[src/rtl/fu_issue_arbiter.sv]
// Round-robin arbiter sharing one functional unit between several issue queues.
// Grants one ready queue per cycle, registers its head entry toward the FU and tracks FU occupancy.
package fu_issue_arbiter_pkg;
    localparam int REG_ADDR_LEN = 5;

    typedef enum logic [3:0] {
        ALU_ADD = 4'd0,
        ALU_SUB = 4'd1,
        ALU_AND = 4'd2,
        ALU_OR  = 4'd3,
        ALU_XOR = 4'd4,
        ALU_SLL = 4'd5,
        ALU_SRL = 4'd6,
        ALU_SRA = 4'd7,
        ALU_SLT = 4'd8
    } alu1_func_t;
endpackage

module fu_issue_arbiter
    import fu_issue_arbiter_pkg::*;
#(
    parameter int NUM_REQ    = 4,
    parameter int REQ_IDX_W  = 2,
    parameter int FU_LATENCY = 1
) (
    input  logic                                   clk,
    input  logic                                   reset,
    input  logic [NUM_REQ-1:0]                     req_ready,
    input  alu1_func_t [NUM_REQ-1:0]               req_insn,
    input  logic [NUM_REQ-1:0][REG_ADDR_LEN-1:0]   req_inp1,
    input  logic [NUM_REQ-1:0][REG_ADDR_LEN-1:0]   req_inp2,
    input  logic [NUM_REQ-1:0][REG_ADDR_LEN-1:0]   req_dst,
    input  logic                                   stall,
    output logic [NUM_REQ-1:0]                     issue,
    output logic                                   fu_valid,
    output alu1_func_t                             fu_insn,
    output logic [REG_ADDR_LEN-1:0]                fu_inp1,
    output logic [REG_ADDR_LEN-1:0]                fu_inp2,
    output logic [REG_ADDR_LEN-1:0]                fu_dst,
    output logic [REQ_IDX_W-1:0]                   fu_src,
    output logic                                   fu_busy
);

    if (FU_LATENCY < 1 || FU_LATENCY > 15) begin : g_bad_latency
        $error("fu_issue_arbiter: FU_LATENCY must be in 1..15");
    end

    localparam logic [3:0] BUSY_INIT = 4'(FU_LATENCY - 1);
    localparam logic [REQ_IDX_W:0] NUM_REQ_W = (REQ_IDX_W+1)'(NUM_REQ);

    typedef enum logic {IDLE = 1'b0, BUSY = 1'b1} state_t;

    state_t                    state_q, state_d;
    logic [3:0]                busy_cnt_q, busy_cnt_d;
    logic [REQ_IDX_W-1:0]      rr_ptr_q, rr_ptr_d;
    logic                      fu_valid_q, fu_valid_d;
    alu1_func_t                fu_insn_q, fu_insn_d;
    logic [REG_ADDR_LEN-1:0]   fu_inp1_q, fu_inp1_d;
    logic [REG_ADDR_LEN-1:0]   fu_inp2_q, fu_inp2_d;
    logic [REG_ADDR_LEN-1:0]   fu_dst_q, fu_dst_d;
    logic [REQ_IDX_W-1:0]      fu_src_q, fu_src_d;

    logic                      grant_en;
    logic                      found;
    logic [REQ_IDX_W-1:0]      sel;
    logic [REQ_IDX_W:0]        scan;

    // Scan starting at rr_ptr; the first ready queue wins.
    always_comb begin
        grant_en = !reset && !stall && (state_q == IDLE) && (|req_ready);
        found    = 1'b0;
        sel      = '0;
        scan     = '0;
        for (int k = 0; k < NUM_REQ; k++) begin
            scan = {1'b0, rr_ptr_q} + (REQ_IDX_W+1)'(k);
            if (scan >= NUM_REQ_W) scan = scan - NUM_REQ_W;
            if (!found && req_ready[scan[REQ_IDX_W-1:0]]) begin
                found = 1'b1;
                sel   = scan[REQ_IDX_W-1:0];
            end
        end
        issue = '0;
        if (grant_en) issue[sel] = 1'b1;
    end

    always_comb begin
        state_d    = state_q;
        busy_cnt_d = busy_cnt_q;
        rr_ptr_d   = rr_ptr_q;
        fu_valid_d = 1'b0;
        fu_insn_d  = fu_insn_q;
        fu_inp1_d  = fu_inp1_q;
        fu_inp2_d  = fu_inp2_q;
        fu_dst_d   = fu_dst_q;
        fu_src_d   = fu_src_q;

        unique case (state_q)
            IDLE: begin
                if (grant_en && FU_LATENCY > 1) begin
                    state_d    = BUSY;
                    busy_cnt_d = BUSY_INIT;
                end
            end
            BUSY: begin
                // Stall does not pause the countdown: the FU is occupied regardless.
                busy_cnt_d = busy_cnt_q - 4'd1;
                if (busy_cnt_q == 4'd1) state_d = IDLE;
            end
            default: state_d = IDLE;
        endcase

        if (grant_en) begin
            fu_valid_d = 1'b1;
            fu_insn_d  = req_insn[sel];
            fu_inp1_d  = req_inp1[sel];
            fu_inp2_d  = req_inp2[sel];
            fu_dst_d   = req_dst[sel];
            fu_src_d   = sel;
            rr_ptr_d   = (sel == REQ_IDX_W'(NUM_REQ - 1)) ? '0 : sel + REQ_IDX_W'(1);
        end
    end

    always_ff @(posedge clk or posedge reset) begin
        if (reset) begin
            state_q    <= IDLE;
            busy_cnt_q <= '0;
            rr_ptr_q   <= '0;
            fu_valid_q <= 1'b0;
            fu_insn_q  <= ALU_ADD;
            fu_inp1_q  <= '0;
            fu_inp2_q  <= '0;
            fu_dst_q   <= '0;
            fu_src_q   <= '0;
        end else begin
            state_q    <= state_d;
            busy_cnt_q <= busy_cnt_d;
            rr_ptr_q   <= rr_ptr_d;
            fu_valid_q <= fu_valid_d;
            fu_insn_q  <= fu_insn_d;
            fu_inp1_q  <= fu_inp1_d;
            fu_inp2_q  <= fu_inp2_d;
            fu_dst_q   <= fu_dst_d;
            fu_src_q   <= fu_src_d;
        end
    end

    assign fu_valid = fu_valid_q;
    assign fu_insn  = fu_insn_q;
    assign fu_inp1  = fu_inp1_q;
    assign fu_inp2  = fu_inp2_q;
    assign fu_dst   = fu_dst_q;
    assign fu_src   = fu_src_q;
    assign fu_busy  = (state_q == BUSY);

endmodule

[config.mk]
export PLATFORM = sky130hd
export DESIGN_NAME = fu_issue_arbiter
export DESIGN_NICKNAME = d
export VERILOG_FILES = /design/src/rtl/fu_issue_arbiter.sv
export SDC_FILE = /design/constraint.sdc
export NUM_CORES = 1
export LEC_CHECK = 0
export CORE_MARGIN = 2
export CORE_UTILIZATION = 41
export DETAILED_ROUTE_END_ITERATION = 10
export GPL_ROUTABILITY_DRIVEN = 1
export HOLD_SLACK_MARGIN = 0.1
export PLACE_DENSITY = 0.86
export SLEW_MARGIN = 20
export SYNTH_ARGS = -nofsm -noshare
export SYNTH_HDL_FRONTEND = slang
export SYNTH_SLANG_ARGS = --single-unit
[constraint.sdc]
create_clock -name clk -period 4.6 [get_ports clk]
set_input_delay 0.92 -clock clk [delete_from_list [all_inputs] [get_ports clk]]
set_output_delay 0.92 -clock clk [all_outputs]
set_load 0.01 [all_outputs]
==> results of run 1 <==
==> routing by layer <==
metal	vias up	GRT usage	part of all wire
li1	1011	-	-
met1	931	0.248	0.41
met4	0	0.0755	0.014
met5	-	0	0
met2	93	0.405	0.49
met3	9	0.0534	0.090
==> where the power goes <==
group	switching [mW]	internal [mW]
clock	0.0920	0.176
combinational	0.317	0.343
sequential	0.0502	0.329
total	0.459	0.849
==> layout by cell type, fill, tap and decap left out, types with 4 or more instances in the layout <==
cell type,count
clkdlybuf4s50_1,109
dfrtp_1,29
nor2_1,23
o21ai_0,21
a21oi_1,11
a21boi_0,11
a32oi_1,10
and3_1,10
a31oi_1,10
a221oi_1,9
nand3_1,9
a21bo_2,9
nand2_1,8
buf_4,8
clkbuf_8,6
inv_1,4
and2_1,4
==> worst register-to-register path: stages (launching register included) <==
cell	delay [ns]
dfrtp_1	0.41
nor2b_1	0.29
a211oi_2	0.10
nor2_2	0.40
inv_2	0.23
ha_1	0.33
nand2_1	0.05
o21ai_0	0.09
==> logic make-up after synthesis <==
family,count (synthesis)
xor+xnor,3
fa+ha+maj,3
flops,29
simple gates,62
compound gates,92
buf+inv,24
==> flip-flops by register name (all words and copies together) (netlist names) <==
signal and count:
fu_dst 5, fu_inp1 5, fu_inp2 5, busy_cnt_q 4, fu_insn 4, fu_src 2
rr_ptr_q 2, fu_busy 1, fu_valid 1
==> layout make-up <==
cell class              instances  area [um2]  area share
multi-input cells             160        1050       0.335
clock inverters                 1        30.0     0.00958
flip-flops and latches         29         726       0.232
well taps                      52        65.1      0.0208
repair buffers                117        1150       0.367
inverters                       7        26.3     0.00839
clock buffers                   7        86.3      0.0276
==> per-stage QoR <==
stage / utilization / hold WS, ns
after floorplan: - / 0.442
after global placement: 0.688 / 0.458
after detailed placement: 0.688 / 0.472
after CTS: 0.715 / 0.480
after global routing: 0.715 / 0.507
final: 0.715 / 0.480
==> worst max path at each step <==
stage | cells after the start | startpoint | end
2_1_floorplan | 7 | req_ready[0] | issue[3]
3_3_place_gp | 8 | req_ready[0] | issue[3]
3_5_place_dp | 8 | req_ready[2] | issue[3]
4_1_cts | 8 | req_ready[2] | issue[3]
5_1_grt | 8 | req_ready[2] | issue[3]
6_report | 8 | req_ready[2] | issue[3]
==> impl_results.md, run 1 <==
* Clk sinks at 29
* Xor and xnor area share after synthesis at 0.0140
* Final Cycle Share at 0.947
* # IOs at 110
* Longest Clk Path Bufs at 2
* CTS buffer count at 5
* DRC at 0
* CTS tree: yes
* Worst VDD drop at 0.202 mV
* GP Congestion at between 0.8 and 0.9
* Synthesized instance count at 213
* Worst Reg-to-Reg Cells at 7
* Slowest CP cell: clkdlybuf4s50_1
* Clock transition at path regs at around 0.060 ns
* Max FO, Critical Path at 13
* First-pass GRT wire length at 8930 um
* Critical path's top delay family: buffers and inverters
* Number of global-route vias before repair at 1,991
* Most frequent CP cell: clkdlybuf4s50_1
* Netlist cell types at 37
* Worst setup SP type: input port
* Seq cells post-synth at 29
* Number of antenna violations at the first check in global routing at 0
* Worst Path Arrival at 3.44 ns
* Root Driver: clkbuf_8
* Status: finished, final reports clean
* Die Width at 71.6 um
* Routed Antenna Nets at 0
* Core ar. at 4380 um2
* Required @ worst endpoint at 3.68 ns
* Top-count cell post-synth: dfrtp_1
* GRT overflow at 0
* Clk_lat worst skew at between 0.2 and 0.3 ns
* Routed wire length at 5670 um
* Die Area at 5130 um2
* Proportion of layout cells with a drive suffix above 1 at 0.0935
* Drt initial violations at 100
* Cell taking the most area after synthesis: dfrtp_1
* Top FF cell, synth: dfrtp_1
* Synth Warn # at 0
* Slew HR at 0.611
* Worst R2R Start: rr_ptr_q[0]
* Syn-to-layout area delta at 67.2%
* Final setup skew at 0.00663 ns
* Pre-CTS setup slack at 0.212 ns
* Post-CTS sizing at 0
* H-tree depth at 2
* Power per cell area at 418 nW/um2
* Post-synth EDFFs at 0
* # Max-Cap Violations at 0
* Fin. Hold Viols at 0
* PortBufs at around 110
* CP bufs+invs at 3
* Via Count at 2,044
* Avg Cell Area, Syn at 8.80 um2
* Post-Place Cells at 365
* Sequential area share after synthesis at 0.387
* Largest family of logic cells by synthesized area: compound AO/OA/AOI/OAI gates
* Flop2flop setup slack at 2.58 ns
* Area share of and/or/nand/nor cells after synthesis at 0.170
* Post-Syn Nets at 299
* Finish-stage setup viols at 0
* FP Rows at 24
* Slowest cell delay on critical path at a little under 0.6 ns
* Fin cells at 373
* Kind of critical path: input port to primary output
* GRT Resource Usage Total at 0.221
* Hold path cells at 1
* Final-layout fill cell count at 338
* Die Height at 71.6 um
* Initial Util at 0.428
* Slew Limit Fails at 0
* Worst R2R End: rr_ptr_q[1]
* # Post-CTS Setup Buffers at 0
* Leading post-synthesis cells by cell area: dfrtp_1 (39%), o21ai_0 (5.6%), a21bo_2 (4.8%)
* Final setup margin at 0.244 ns
* Netlist Area Pre-Place at approximately 1900 um2
* Post-route setup TNS at 0 ns
* WL per Instance at 15.2 um
* Synth Area in Compound Gates at 0.356
* Cells along the critical path: clkdlybuf4s50_1, nor2b_1, a211oi_2, nor2_2, inv_2, ha_1, and2_1, clkdlybuf4s50_1
* Hold path startpoint: busy_cnt_q[3]
* Type of destination of the critical path: primary output
* Post-Place Cell Area at 3020 um2
* Commonest cells in the netlist: dfrtp_1 (29), nor2_1 (23), o21ai_0 (21), clkbuf_1 (14)
* Vias per cell at roughly 5.5
* Cts hold-fix bufs at 0
* Hold Path Class: flop to flop
* RSZ-0062 raised after global routing: false
* Ant. Diodes at 0
* Final Power at 1.31 mW
* Final Cell Area at ~3100 um2
* Post-Synth Adder-Cell Area at 0.0200
* Hold path endpoint: busy_cnt_q[3]
* Nets at roughly 410
* Top-area cell type share of the netlist area at 0.387
* HPWL after DPL at 4450 um
* Detailed Routing Iterations Pass 1 at 4
* Final Critical Period at 4.36 ns
* Asr flop ratio synth at 1.00
* Static leakage power at 1.27 nW
* Maximum clock rate at 0.230 GHz
* Largest net degree at the start of global routing at 30
* Mux cell area share after synthesis at 0
* Worst-Margin Slew at 0.583 ns
No activity file was read; power rests on OpenSTA's default activity.
==> run 2: changes to the inputs <==
--- a/config.mk
+++ b/config.mk
@@ -6,11 +6,12 @@
 export NUM_CORES = 1
 export LEC_CHECK = 0
 export CORE_MARGIN = 2
-export CORE_UTILIZATION = 41
+export CORE_UTILIZATION = 42
+export CTS_BUF_LIST = sky130_fd_sc_hd__clkbuf_4
 export DETAILED_ROUTE_END_ITERATION = 10
 export GPL_ROUTABILITY_DRIVEN = 1
 export HOLD_SLACK_MARGIN = 0.1
-export PLACE_DENSITY = 0.86
+export PLACE_DENSITY = 0.88
 export SLEW_MARGIN = 20
 export SYNTH_ARGS = -nofsm -noshare
 export SYNTH_HDL_FRONTEND = slang
==> run 2 against run 1 <==
  * Die area shrank 2.2%
  * Routed wire length is 1.9% higher
  * Global-route usage rose by 1.4 points
  * Clock skew decreased by 0.0027 ns
  * Core utilization shrank 0.22 points
  * Fmax increased by 1.5%
  * Clock power is 47% lower
  * Highest routed layer unchanged
  * Largest cell class unchanged
  * First-iteration DRC count up 7.0%
  * Combinational power up 2%
  * Final cell count grew 0.27%
  * Cell area decreased by 1.7%
  * Via count up 2.5%
==> impl_results.md, run 2 (synthesized netlist as in run 1, its figures left out) <==
* Syn-to-layout area delta at 64.4%
* Slowest CP cell: clkdlybuf4s50_1
* Status: finished, final reports clean
* CTS buffer count at 5 (unchanged)
* Fin. Hold Viols at 0 (unchanged)
* Maximum clock rate at 0.233 GHz (+1.5%)
* Post-route setup TNS at 0 ns (unchanged)
* Post-CTS sizing at 0 (unchanged)
* Die Area at 5010 um2 (-2.2%)
* First-pass GRT wire length at 9300 um (+4.2%)
* Cells along the critical path: clkdlybuf4s50_1, nor2b_1, a211o_1, and2_1, buf_4, nand2_1, nor2_1, clkdlybuf4s50_1
* Static leakage power at 1.25 nW (-1.5%)
* Power per cell area at 388 nW/um2 (-7.2%)
* GRT Resource Usage Total at 0.235 (+0.0145)
* Die Width at 70.8 um (-1.1%)
* Vias per cell at 5.60 (+2.3%)
* Number of global-route vias before repair at 2,074 (+4.2%)
* Final Critical Period at 4.29 ns (-0.0650 ns)
* Worst VDD drop at 0.180 mV (-11%)
* Root Driver: clkbuf_4
* Multi-input gate area at 1050 um2 (unchanged)
* HPWL after DPL at 4560 um (+2.5%)
* Most frequent cells in the layout: clkdlybuf4s50_1 (109), dfrtp_1 (29), nor2_1 (23), o21ai_0 (21)
* Initial Util at 0.433 (+0.00594)
* Cts hold-fix bufs at 0 (unchanged)
* Drt initial violations at 107 (+7.0%)
* Clock transition at path regs at 0.08 ns (+0.02 ns)
* # Max-Cap Violations at 0 (unchanged)
* Clk sinks at 29 (unchanged)
* CP bufs+invs at 3 (unchanged)
* Critical path's top delay family: buffers and inverters
* Nets at 408 (+0.49%)
* Routed Antenna Nets at 0 (unchanged)
* Longest Clk Path Bufs at 2 (unchanged)
* RSZ-0062 raised after global routing: false
* Routed wire length at 5780 um (+1.9%)
* Worst R2R End: fu_dst[0]
* PortBufs at 109 (unchanged)
* Number of antenna violations at the first check in global routing at 0 (unchanged)
* Most frequent CP cell: clkdlybuf4s50_1
* Final Cycle Share at 0.933 (-0.0141)
* FP Rows at 24 (unchanged)
* Type of destination of the critical path: primary output
* WL per Instance at 15.5 um (+1.6%)
* Final setup skew at 0.00398 ns (-0.00265 ns)
* Kind of critical path: input port to primary output
* Proportion of layout cells with a drive suffix above 1 at 0.0963 (+0.00282)
* Worst Path Arrival at 3.37 ns (-0.07 ns)
* Worst R2R Start: rr_ptr_q[1]
* Storage cell area at 726 um2 (unchanged)
* Max FO, Critical Path at 11 (-2)
* Hold path startpoint: busy_cnt_q[3]
* Hold path cells at 1 (unchanged)
* CTS tree: yes
* Largest net degree at the start of global routing at 30 (unchanged)
* Hold Path Class: flop to flop
* Via Count at 2,096 (+2.5%)
* Ant. Diodes at 0 (unchanged)
* Slew HR at 0.606 (-0.00465)
* GP Congestion at 0.842 (-4.8%)
* Worst Reg-to-Reg Cells at 6 (-1)
* Core ar. at 4320 um2 (-1.4%)
* Worst-Margin Slew at 0.590 ns (+0.00696 ns)
* Detailed Routing Iterations Pass 1 at 4 (unchanged)
* Final-layout fill cell count at 352 (+4.1%)
* Flop2flop setup slack at 2.72 ns (+0.14 ns)
* GRT overflow at 0 (unchanged)
* Fin Hold WS at 0.482 ns (+0.00168 ns)
* Slowest cell delay on critical path at 0.59 ns (about the same)
* Required @ worst endpoint at 3.68 ns (about the same)
* # Post-CTS Setup Buffers at 0 (unchanged)
* Finish-stage setup viols at 0 (unchanged)
* H-tree depth at 2 (unchanged)
* # IOs at 110 (unchanged)
* Worst setup SP type: input port
* Die Height at 70.8 um (-1.1%)
* DRC at 0 (unchanged)
* Hold path endpoint: busy_cnt_q[3]
* Leading cell type in the layout, fill and taps excluded: clkdlybuf4s50_1
* Slew Limit Fails at 0 (unchanged)
* Clk_lat worst skew at 0.32 ns (+0.05 ns)
[run 2: cell types whose count changed in the layout (fill, tap and decap cells not counted), sizes merged]
cell	previous run	this run
clkinv	1	2
clkbuf	7	6
bufinv	1	0
buf	8	10
[run 2: through the flow]
stage                     power (mW)  setup WS (ns)   util  instance area [um2]  std cells
after floorplan                0.742           1.60      -                 1870        213
after global placement          1.04          0.441  0.701                 3030        367
after detailed placement        1.06          0.329  0.701                 3030        367
after CTS                       1.20          0.320  0.712                 3080        374
after global routing            1.29          0.179  0.712                 3080        374
final                           1.19          0.309  0.712                 3080        374
[run 2: power breakdown]
| part | internal, mW | total [mW] | switching [mW] |
|---|---|---|---|
| Clock | 0.0612 | 0.142 | 0.0804 |
| Combinational | 0.349 | 0.671 | 0.322 |
| Sequential | 0.328 | 0.382 | 0.0533 |
[run 2: per-layer routing]
metal,global-route usage,wire [um],vias up,share of wire
li1,-,-,1015,-
met1,0.285,2440,963,0.42
met2,0.393,2790,110,0.48
met3,0.0769,498,8,0.086
met4,0.0839,57,0,0.0099
met5,0,0,-,0
[run 2: layout make-up]
cell class,count,share of cell area
clock buffer,6,0.0146
clock inverter,1,0.00122
inverter,7,0.00853
multi-input combinational,160,0.340
sequential,29,0.236
tap,52,0.0211
timing repair buffer,119,0.379
[run 2: worst max path at each step]
stage | from | endpoint | slack [ns] | depth (start not counted)
6_report | req_ready[2] | issue[2] | 0.31 | 8
5_1_grt | req_ready[2] | issue[2] | 0.18 | 8
4_1_cts | req_ready[2] | issue[2] | 0.32 | 8
3_5_place_dp | req_ready[2] | issue[2] | 0.33 | 8
3_3_place_gp | req_ready[2] | issue[2] | 0.44 | 8
2_1_floorplan | req_ready[0] | issue[3] | 1.60 | 7
==> run 3: changes to the inputs <==
--- a/config.mk
+++ b/config.mk
@@ -12,7 +12,8 @@
 export GPL_ROUTABILITY_DRIVEN = 1
 export HOLD_SLACK_MARGIN = 0.1
 export PLACE_DENSITY = 0.88
-export SLEW_MARGIN = 20
+export SETUP_SLACK_MARGIN = 0.15
 export SYNTH_ARGS = -nofsm -noshare
 export SYNTH_HDL_FRONTEND = slang
 export SYNTH_SLANG_ARGS = --single-unit
+export TNS_END_PERCENT = 20
==> run 3 against run 2 <==
  * Clock skew about the same
  * Highest routed layer unchanged
  * Critical path depth stayed put
  * First-iteration DRC count is the same
  * Combinational power about the same
  * Clock power about the same
  * Final cell count stayed put
  * Sequential share of layout area unchanged
  * Non-clock buffer count unchanged
  * Largest power group unchanged
  * Hold slack improved by 0.0025 ns
  * Critical endpoint unchanged
  * Sequential power is essentially flat
  * Critical path type unchanged
==> impl_results.md, run 3 (synthesized netlist as in run 1, its figures left out) <==
* Via Count at 2,095 (-0.048%)
* Proportion of layout cells with a drive suffix above 1 at 0.0932 (-0.00311)
* Nets at 408 (unchanged)
* First-pass GRT wire length at 9300 um (unchanged)
* CTS buffer count at 5 (unchanged)
* Worst R2R Start: rr_ptr_q[1]
* Largest net degree at the start of global routing at 30 (unchanged)
* CTS tree: yes
* Fin Hold WS at 0.484 ns (+0.00247 ns)
* Kind of critical path: input port to primary output
* # IOs at 110 (unchanged)
* Final setup skew at 0.00404 ns (+0.0000599 ns)
* Post-Place Cells at 367 (unchanged)
* Required @ worst endpoint at 3.68 ns (about the same)
* Vias per cell at 5.60 (about the same)
* Clk_lat worst skew at 0.32 ns (about the same)
* Finish-stage setup viols at 0 (unchanged)
* H-tree depth at 2 (unchanged)
* Power per cell area at 387 nW/um2 (about the same)
* Slew Limit Fails at 0 (unchanged)
* Hold Path Class: flop to flop
* Worst setup SP type: input port
* Root Driver: clkbuf_4
* RSZ-0062 raised after global routing: false
* Clock transition at path regs at 0.08 ns (about the same)
* Core ar. at 4320 um2 (unchanged)
* Number of antenna violations at the first check in global routing at 0 (unchanged)
* CP Launch Point: req_ready[2]
* Static leakage power at 1.25 nW (about the same)
* Fin. Hold Viols at 0 (unchanged)
* Multi-input gate area at 1050 um2 (unchanged)
* Status: finished, final reports clean
* PortBufs at 109 (unchanged)
* Longest Clk Path Bufs at 2 (unchanged)
* Routed wire length at 5770 um (-0.16%)
* Post-route setup TNS at 0 ns (unchanged)
* Post-CTS sizing at 0 (unchanged)
* Max FO, Critical Path at 11 (unchanged)
* Ant. Diodes at 0 (unchanged)
* Most frequent cells in the layout: clkdlybuf4s50_1 (109), dfrtp_1 (29), nor2_1 (23), o21ai_0 (21)
* Final-layout fill cell count at 352 (unchanged)
* Syn-to-layout area delta at 64.4% (unchanged)
* Number of global-route vias before repair at 2,074 (unchanged)
* # Max-Cap Violations at 0 (unchanged)
* Drt initial violations at 107 (unchanged)
* GP Congestion at 0.842 (unchanged)
* Clk sinks at 29 (unchanged)
* Worst VDD drop at 0.180 mV (about the same)
* Worst Path Arrival at 3.37 ns (about the same)
* Slew HR at 0.289 (-0.318)
* Leading cell type in the layout, fill and taps excluded: clkdlybuf4s50_1
* Initial Util at 0.433 (unchanged)
* DRC at 0 (unchanged)
* HPWL after DPL at 4560 um (unchanged)
* Die Width at 70.8 um (unchanged)
* FP Rows at 24 (unchanged)
* Hold path startpoint: busy_cnt_q[3]
* Storage cell area at 726 um2 (unchanged)
* Final Cycle Share at 0.933 (about the same)
* Die Area at 5010 um2 (unchanged)
* Routed Antenna Nets at 0 (unchanged)
* Maximum clock rate at 0.233 GHz (about the same)
* Fin cells at 374 (unchanged)
* Cts hold-fix bufs at 0 (unchanged)
* Final Critical Period at 4.29 ns (-0.00100 ns)
* # Post-CTS Setup Buffers at 0 (unchanged)
* Die Height at 70.8 um (unchanged)
* Worst-Margin Slew at 1.07 ns (+0.476 ns)
* GRT Resource Usage Total at 0.235 (unchanged)
* GRT overflow at 0 (unchanged)
* Detailed Routing Iterations Pass 1 at 4 (unchanged)
* WL per Instance at 15.4 um (-0.16%)
* Type of destination of the critical path: primary output
[run 3: worst paths after layout]
check | end | slack, ns | cells past startpoint
worst min-delay path | busy_cnt_q[3] | 0.48 | 1
worst max-delay path | issue[2] | 0.31 | 8
worst max register to register | fu_dst[0] | 2.72 | 6
max in group asynchronous | fu_valid | 2.76 | 2
worst min register to register | busy_cnt_q[3] | 0.48 | 1
min in group asynchronous | busy_cnt_q[0] | 1.19 | 2
[run 3: where the power goes]
part           switching [mW]  internal [mW]  total (mW)
clock network          0.0803         0.0612       0.142
registers              0.0533          0.328       0.382
logic                   0.322          0.349       0.670
total                   0.455          0.738        1.19
[run 3: critical path, stage by stage]
cell             delay (ns)
clkdlybuf4s50_1        0.59
nor2b_1                0.37
a211o_1                0.21
and2_1                 0.30
buf_4                  0.24
nand2_1                0.08
nor2_1                 0.11
clkdlybuf4s50_1        0.55
[run 3: per-stage QoR]
stage | cell area, um2 | total power, mW | util | setup slack [ns]
2_1_floorplan | 1870 | 0.742 | - | 1.60
3_3_place_gp | 3030 | 1.04 | 0.701 | 0.441
3_5_place_dp | 3030 | 1.06 | 0.701 | 0.329
4_1_cts | 3080 | 1.20 | 0.712 | 0.320
5_1_grt | 3080 | 1.29 | 0.712 | 0.179
6_report | 3080 | 1.19 | 0.712 | 0.310
[run 3: layer usage]
layer / part of all wire / wire length, um / global-route usage
met1: 0.42 / 2430 / 0.285
met2: 0.48 / 2790 / 0.393
met3: 0.084 / 487 / 0.0769
met4: 0.0099 / 57 / 0.0839
met5: 0 / 0 / 0
[run 3: cell type report]
type	instances	area share
Sequential cell	29	0.236
Tap cell	52	0.0211
Clock buffer	6	0.0146
Timing Repair Buffer	119	0.379
Multi-Input combinational cell	160	0.340
Inverter	7	0.00853
Clock inverter	1	0.00122
